File: src/rtl/jtframe_cen_frac_multi_pkg.sv
// Shared helpers for the fractional clock-enable generator.
// Channel-select width derivation used by the top and its users.
package jtframe_cen_frac_multi_pkg;

  function automatic int chw_of(input int n);
    return (n <= 2) ? 1 : $clog2(n);
  endfunction

endpackage

File: src/rtl/jtframe_cen_frac_ch.sv
// One fractional enable channel: n/m rate cen plus half-phase cenb.
// Holds its own ratio, accumulator and registered strobes.
module jtframe_cen_frac_ch #(
  parameter int W     = 8,
  parameter int DEF_N = 1,
  parameter int DEF_M = 2
) (
  input  logic         clk,
  input  logic         rst_n,
  input  logic         i_load,
  input  logic [W-1:0] i_n,
  input  logic [W-1:0] i_m,
  input  logic         i_resync,
  input  logic         i_pause,
  output logic         o_cen,
  output logic         o_cenb
);

  localparam logic [W-1:0] LN = W'(DEF_N);
  localparam logic [W-1:0] LM = W'(DEF_M);

  logic [W-1:0] r_n;
  logic [W-1:0] r_m;
  logic [W-1:0] r_acc;
  logic [W:0]   w_sum;
  logic [W-1:0] w_half;
  logic         w_off;
  logic         w_full;
  logic         w_wrap;
  logic         w_half_hit;

  assign w_sum      = {1'b0, r_acc} + {1'b0, r_n};
  assign w_half     = r_m >> 1;
  assign w_off      = (r_m == '0) || (r_n == '0);
  assign w_full     = r_n >= r_m;
  assign w_wrap     = w_sum >= {1'b0, r_m};
  assign w_half_hit = (r_acc < w_half) &&
                      (w_sum >= {1'b0, w_half}) &&
                      (w_half != '0);

  // Ratio registers, accumulator and strobes; resync beats load beats pause.
  always_ff @(posedge clk or negedge rst_n) begin
    if (!rst_n) begin
      r_n    <= LN;
      r_m    <= LM;
      r_acc  <= '0;
      o_cen  <= 1'b0;
      o_cenb <= 1'b0;
    end else if (i_resync) begin
      r_acc  <= '0;
      o_cen  <= 1'b0;
      o_cenb <= 1'b0;
    end else if (i_load) begin
      r_n    <= i_n;
      r_m    <= i_m;
      r_acc  <= '0;
      o_cen  <= 1'b0;
      o_cenb <= 1'b0;
    end else if (i_pause) begin
      o_cen  <= 1'b0;
      o_cenb <= 1'b0;
    end else if (w_off) begin
      r_acc  <= '0;
      o_cen  <= 1'b0;
      o_cenb <= 1'b0;
    end else if (w_full) begin
      r_acc  <= '0;
      o_cen  <= 1'b1;
      o_cenb <= 1'b0;
    end else if (w_wrap) begin
      // sum < 2m here, so the wrapped value always fits in W bits
      r_acc  <= r_acc + r_n - r_m;
      o_cen  <= 1'b1;
      o_cenb <= 1'b0;
    end else begin
      r_acc  <= w_sum[W-1:0];
      o_cen  <= 1'b0;
      o_cenb <= w_half_hit;
    end
  end

endmodule

File: src/rtl/jtframe_cen_frac_multi.sv
// Multi-channel fractional clock-enable generator.
// Decodes config writes per channel, broadcasts resync and pause.
module jtframe_cen_frac_multi
  import jtframe_cen_frac_multi_pkg::*;
#(
  parameter  int NCH   = 4,
  parameter  int W     = 8,
  parameter  int DEF_N = 1,
  parameter  int DEF_M = 2,
  localparam int CHW   = chw_of(NCH)
) (
  input  logic           clk,
  input  logic           rst_n,
  input  logic           cfg_we,
  input  logic [CHW-1:0] cfg_ch,
  input  logic [W-1:0]   cfg_n,
  input  logic [W-1:0]   cfg_m,
  input  logic           resync,
  input  logic           pause,
  output logic [NCH-1:0] cen,
  output logic [NCH-1:0] cenb
);

  logic [NCH-1:0] w_load;

  // Per-channel load strobes; out-of-range indices match nothing
  always_comb begin
    w_load = '0;
    for (int i = 0; i < NCH; i++) begin
      w_load[i] = cfg_we && (cfg_ch == CHW'(i));
    end
  end

  for (genvar g = 0; g < NCH; g++) begin : g_ch
    jtframe_cen_frac_ch #(
      .W     (W),
      .DEF_N (DEF_N),
      .DEF_M (DEF_M)
    ) u_ch (
      .clk      (clk),
      .rst_n    (rst_n),
      .i_load   (w_load[g]),
      .i_n      (cfg_n),
      .i_m      (cfg_m),
      .i_resync (resync),
      .i_pause  (pause),
      .o_cen    (cen[g]),
      .o_cenb   (cenb[g])
    );
  end

endmodule

File: config.mk
export PLATFORM = sky130hd
export DESIGN_NAME = jtframe_cen_frac_multi
export DESIGN_NICKNAME = d
export VERILOG_FILES = /design/src/rtl/jtframe_cen_frac_multi_pkg.sv /design/src/rtl/jtframe_cen_frac_ch.sv /design/src/rtl/jtframe_cen_frac_multi.sv
export SDC_FILE = /design/constraint.sdc
export NUM_CORES = 1
export LEC_CHECK = 0
export ABC_AREA = 1
export CORE_MARGIN = 5
export CORE_UTILIZATION = 65
export CTS_CLUSTER_SIZE = 20
export DETAILED_ROUTE_END_ITERATION = 7
export DONT_BUFFER_PORTS = 1
export GPL_ROUTABILITY_DRIVEN = 0
export PLACE_DENSITY = 0.81
export SLEW_MARGIN = 20
export SYNTH_ARGS = -nofsm -noshare
export SYNTH_HDL_FRONTEND = slang
export SYNTH_SLANG_ARGS = --single-unit
File: constraint.sdc
create_clock -name clk -period 7.9 [get_ports clk]
set_input_delay 0.79 -clock clk [delete_from_list [all_inputs] [get_ports clk]]
set_output_delay 0.79 -clock clk [all_outputs]
set_load 0.005 [all_outputs]
# [After elaboration in Yosys (flattened, before gate mapping)]
# Index checks and enable logic that the tools add are counted.
[totals] register_bits=104 inputBits=23 output_inout_bits=8
[op_classes] add_sub_neg=12 magnitude_cmp=16 eq_ne=7 muxes=72 n_bitwise=1 reduce_logical=33
[ops] operator="$mux 8" count=24
[ops] operator="$logic_not 8->1" count=8
[ops] operator="$mux 1" count=48
[ops] operator="$add 8x8->9" count=4
[ops] operator="$ge 9x7->1" count=4
[ops] operator="$ge 9x8->1" count=4
[ops] operator="$add 8x8->8" count=4
[ops] operator="$ge 8x8->1" count=4
[ops] operator="$lt 8x7->1" count=4
[ops] operator="$reduce_bool 8->1" count=4
[ops] operator="$sub 8x8->8" count=4
[ops] operator="$logic_and 1x1->1" count=12
[ops] operator="$ne 3x2->1 const B" count=4
[ops] operator="$reduce_and 2->1" count=4
[ops] operator="$eq 2x2->1 const B" count=2
[ops] operator="$logic_or 1x1->1" count=4
[ops] operator="$eq 2x1->1 const B" count=1
[ops] operator="$logic_not 2->1" count=1
[ops] operator="$not 1->1" count=1

# [Longest topological paths before layout]
[depth] ltp_word=10 mapped_depth=19 depth_no_buf=19

# [Hierarchy]
# From an unflattened synthesis, not the netlist that was laid out.
[hier_totals] hier_cells=1480 area_unflattened_um2=11093.1
[modules_own_cells] mod="jtframe_cen_frac_ch (g_ch[2].u_ch)" n_inst=1 cells_per_inst=380 area_per_inst_um2=2819.0 seq_area_each_um2=653.1
[modules_own_cells] mod="jtframe_cen_frac_ch (g_ch[3].u_ch)" n_inst=1 cells_per_inst=384 area_per_inst_um2=2807.7 seq_area_each_um2=653.1
[modules_own_cells] mod="jtframe_cen_frac_ch (g_ch[0].u_ch)" n_inst=1 cells_per_inst=354 area_per_inst_um2=2721.4 seq_area_each_um2=653.1
[modules_own_cells] mod="jtframe_cen_frac_ch (g_ch[1].u_ch)" n_inst=1 cells_per_inst=354 area_per_inst_um2=2715.1 seq_area_each_um2=653.1
[modules_own_cells] mod="jtframe_cen_frac_multi" n_inst=1 cells_per_inst=8 area_per_inst_um2=30.0 seq_area_each_um2=0.0

# [Worst setup path before layout]
# OpenSTA, ideal clock, no wires.
[synth_path] kind="flip-flop to flip-flop" from="register g_ch[3].u_ch.r_acc[0]" to="register g_ch[3].u_ch.o_cen" setup_time_ps=113 arrival_time_ps=2632 path_slack_ps=5156 path_stages_with_launch=19 cell_sequence="dfrtp_1 -> ha_1 -> fa_1 -> nand3_1 -> nand2_2 -> xnor2_1 -> inv_1 -> ha_1 -> nand2_1 -> inv_1 -> nand2_1 -> nand3_1 -> nand2_1 -> nand2_1 -> nand2_2 -> nand3_4 -> nor2_2 -> or2_1 -> inv_1"
[synth_between] elab_chain_len=8
[synth_rtl] element="from (decl)" line_no="jtframe_cen_frac_ch.sv:24" rtl="logic [W-1:0] r_acc;"
[synth_rtl] element="from (signal assigned)" line_no="jtframe_cen_frac_ch.sv:72" rtl="r_acc <= r_acc + r_n - r_m;"
[synth_rtl] element="from (signal assigned)" line_no="jtframe_cen_frac_ch.sv:76" rtl="r_acc <= w_sum[W-1:0];"
[synth_rtl] element="$add 8x8->9" line_no="jtframe_cen_frac_ch.sv:32" rtl="assign w_sum = {1'b0, r_acc} + {1'b0, r_n};"
[synth_rtl] element="$ge 9x8->1" line_no="jtframe_cen_frac_ch.sv:36" rtl="assign w_wrap = w_sum >= {1'b0, r_m};"
[synth_rtl] element="$mux 1" line_no="jtframe_cen_frac_ch.sv:70" rtl="end else if (w_wrap) begin"
[synth_rtl] element="$mux 1" line_no="jtframe_cen_frac_ch.sv:66" rtl="end else if (w_full) begin"
[synth_rtl] element="$mux 1" line_no="jtframe_cen_frac_ch.sv:62" rtl="end else if (w_off) begin"
[synth_rtl] element="$mux 1" line_no="jtframe_cen_frac_ch.sv:59" rtl="end else if (i_pause) begin"
[synth_rtl] element="$mux 1" line_no="jtframe_cen_frac_ch.sv:53" rtl="end else if (i_load) begin"
[synth_rtl] element="$mux 1" line_no="jtframe_cen_frac_ch.sv:49" rtl="end else if (i_resync) begin"
[synth_rtl] element="to (signal assigned)" line_no="jtframe_cen_frac_ch.sv:51" rtl="o_cen <= 1'b0;"
[synth_rtl] element="to (signal assigned)" line_no="jtframe_cen_frac_ch.sv:60" rtl="o_cen <= 1'b0;"
[synth_rtl] element="to (signal assigned)" line_no="jtframe_cen_frac_ch.sv:64" rtl="o_cen <= 1'b0;"
[synth_rtl] element="to (decl)" line_no="jtframe_cen_frac_ch.sv:15" rtl="output logic o_cen,"
# Every way passes these cells.
# A chain may end at the register's enable or synchronous reset.

# [Worst setup path after layout]
[layout_path] from="register g_ch[2].u_ch.r_acc[0]" to="register g_ch[2].u_ch.o_cen"
[layout_between] elab_chain_len=8
[layout_rtl] element="from (decl)" line_no="jtframe_cen_frac_ch.sv:24"
[layout_rtl] element="from (signal assigned)" line_no="jtframe_cen_frac_ch.sv:72"
[layout_rtl] element="from (signal assigned)" line_no="jtframe_cen_frac_ch.sv:76"
[layout_rtl] element="$add 8x8->9" line_no="jtframe_cen_frac_ch.sv:32"
[layout_rtl] element="$ge 9x8->1" line_no="jtframe_cen_frac_ch.sv:36"
[layout_rtl] element="$mux 1" line_no="jtframe_cen_frac_ch.sv:70"
[layout_rtl] element="$mux 1" line_no="jtframe_cen_frac_ch.sv:66"
[layout_rtl] element="$mux 1" line_no="jtframe_cen_frac_ch.sv:62"
[layout_rtl] element="$mux 1" line_no="jtframe_cen_frac_ch.sv:59"
[layout_rtl] element="$mux 1" line_no="jtframe_cen_frac_ch.sv:53"
[layout_rtl] element="$mux 1" line_no="jtframe_cen_frac_ch.sv:49"
[layout_rtl] element="to (signal assigned)" line_no="jtframe_cen_frac_ch.sv:51"
[layout_rtl] element="to (signal assigned)" line_no="jtframe_cen_frac_ch.sv:60"
[layout_rtl] element="to (signal assigned)" line_no="jtframe_cen_frac_ch.sv:64"
[layout_rtl] element="to (decl)" line_no="jtframe_cen_frac_ch.sv:15"
# Every way passes these cells.

==> run metrics <==
post-synthesis simple-gate area fraction=26.1%; largest family of logic cells by synthesized area=adder cells; Worst Tran Pin Value=0.924 ns; leakage=about 6.6 nW; final worst-path cycle share=40.0%; ratio of cells with drive above 1 in the final layout=4.39%; Pins Over Slew Limit=0; crit-path max FO=9; fillers=1407; Worst Hold Class=in2async; Max Cap Violations=0; cell area after placement=roughly 0.011 mm^2; largest net degree at the start of global routing=105; cell total after placement=approximately 1700; P per Cell Area=~340 mW/mm^2; # diodes=0; status=completed; # rows=between 40 and 50; Layout Utilization=between 60% and 70%; RSZ-0062 raised after global routing=false; Cell variety after synth=42; drt first-iter violations=~700; Post-Syn Area=0.0111 mm^2; 1st-pass router iterations=5; Non-Filler Instances=1723; Total Wirelength=between 20000 and 30000 um; r2r worst-path depth=14; vias per cell=around 5.7; VDD IR max=about 200 uV; estimated wirelength of the detail-placed design=around 22000 um; mux share of post-synthesis cell area=0%; #FFs+latches synth=~100; ANT nets after route=0; crit path capture type=register; most frequent cells in the layout=nand2_1, inv_1, ha_1; EDFF count, synth=0; sequential share of the synthesized area=a little under a quarter; DRC violations left=0; Longest Clk Path Bufs=2; Synth Flop Type=dfrtp_1; Die W=roughly 140 um; area occupied by multi-input gates=0.00725 mm^2; type of element launching the critical path=register; TritonCTS clock tree=done; Overflow after GRT=0; Die ar.=0.0198 mm^2; Root Buffer=clkbuf_16; WL/cell=16.2 um; Max transition margin=a little under two fifths; Placeable Area=0.0166 mm^2; Register Area=about 0.0026 mm^2; Clock Latency Late Sink=between 0.3 and 0.4 ns; vias after detailed routing=~9800; layout net count=1733; TNS Setup=0 ns; FFs w/ async S/R, synth=100%; syn_area_per_cell=7.37 um^2; pre-CTS setup slack=just under 5 ns; final worst setup slack=4.74 ns; CTS buffer count=9; post-cts sizing count=0; Fmax=approximately 320 MHz; P&R area growth vs syn=4.05%; Setup Skew=roughly 0.0094 ns; setup violators final=0; Compound-Gate Fraction of Synth Area=a little under a tenth; vias in the first global route=approximately 9400; # IOs=31; Reg clk slew, reported paths=roughly 0.070 ns; post-synthesis instance total=~1500; Synth Warn #=0; first-pass GRT wire length=roughly 46000 um; port bufs=0; syn nets=~1700; Die Y=~140 um; hold_buf cts=0; CP Data Required Time=~8 ns; total track usage=between 20% and 30%; Initial Util=between 60% and 70%; final hold viol count=0; Num Clock Sinks=about 100; Final Cell Area=0.0115 mm^2; post-CTS setup buffers=0; Crit path arrival time=3.41 ns; H-tree Lvls=3; commonest non-fill, non-tap cell in the layout=nand2_1; initial antenna violation count=0; Synth Area in XOR/XNOR=3.63%; Tmin final=between 3 and 4 ns; adder and majority cell fraction of the synthesized area=26.1%; Worst Setup Path Type=reg2reg
==> per-stage QoR <==
step,total power [mW],hold slack [ns]
2_1_floorplan,2.88,0.479
3_3_place_gp,3.40,0.497
3_5_place_dp,3.48,0.499
4_1_cts,3.92,0.116
5_1_grt,4.38,0.109
6_report,3.95,0.127
==> logic make-up after synthesis <==
family	count (synthesis)
AND/OR/NAND/NOR	645
buffers and inverters	319
adder cells (fa/ha/maj)	212
AO/OA/AOI/OAI	180
flip-flops	104
XOR/XNOR	46
==> area by class of cell <==
type | instances | area share, %
multi-input combinational | 1083 | 62.8
sequential | 104 | 22.6
inverter | 298 | 9.69
tap | 220 | 2.38
clock buffer | 11 | 2.02
clock inverter | 5 | 0.271
timing repair buffer | 2 | 0.195
==> critical path: stages (launching register included) <==
cell and delay (ns):
dfrtp_1 0.42, ha_1 0.27, fa_1 0.46, nand3_1 0.11, nand3_2 0.12, xor2_1 0.25, inv_1 0.11, ha_1 0.31
nand2_1 0.10, nor2_2 0.05, a41oi_2 0.38, nand3_4 0.19, nor2_2 0.14, or2_1 0.11, inv_1 0.03
==> synth_stat cells, types with 10 or more instances <==
library cell,n,share of area [%]
nand3_1,95,4.3
ha_1,180,20
nand4_1,63,3.6
nor3_1,11,0.50
nor2_1,43,1.5
dfrtp_1,96,22
o21ai_0,74,3.3
inv_1,295,10
xor2_1,23,1.8
a21oi_1,58,2.6
nand2_1,387,13
nand3b_1,10,0.68
fa_1,32,5.8
clkbuf_1,12,0.41
xnor2_1,23,1.8
==> state kept, by name, summed over array words and instances, names as in the netlist <==
signal,flops
g_ch.u_ch.o_cenb,4
g_ch.u_ch.r_acc,32
g_ch.u_ch.r_n,32
g_ch.u_ch.r_m,32
g_ch.u_ch.o_cen,4
==> path summary, 6_finish.rpt <==
check                                                        from                                 to  slack, ns
worst max-delay path            g_ch[2].u_ch.r_acc[0]$_DFFE_PN0P_       g_ch[2].u_ch.o_cen$_DFF_PN0_       4.74
worst min-delay path                                        rst_n  g_ch[0].u_ch.r_acc[7]$_DFFE_PN0P_       0.13
worst max register to register  g_ch[2].u_ch.r_acc[0]$_DFFE_PN0P_       g_ch[2].u_ch.o_cen$_DFF_PN0_       4.74
worst min register to register    g_ch[2].u_ch.r_n[0]$_DFFE_PN1P_    g_ch[2].u_ch.r_n[0]$_DFFE_PN1P_       0.53
max in group asynchronous                                   rst_n    g_ch[0].u_ch.r_m[1]$_DFFE_PN1P_       7.52
min in group clk                  g_ch[2].u_ch.r_n[0]$_DFFE_PN1P_    g_ch[2].u_ch.r_n[0]$_DFFE_PN1P_       0.53
==> metal layers <==
layer,vias up,GRT usage (%),routed length (um)
met1,4528,37.7,12300
met4,0,8.67,707
met5,-,0,0
met2,327,46.5,12800
li1,4874,-,-
met3,59,6.43,1970
==> where the power goes <==
group          internal, mW  leakage [nW]  total, mW  switching [mW]
registers             0.646          1.34      0.824           0.178
clock network         0.214         0.130      0.422           0.208
logic                  1.04          5.16       2.71            1.67
total                  1.90          6.62       3.95            2.06
No activity file was read; power rests on OpenSTA's default activity.
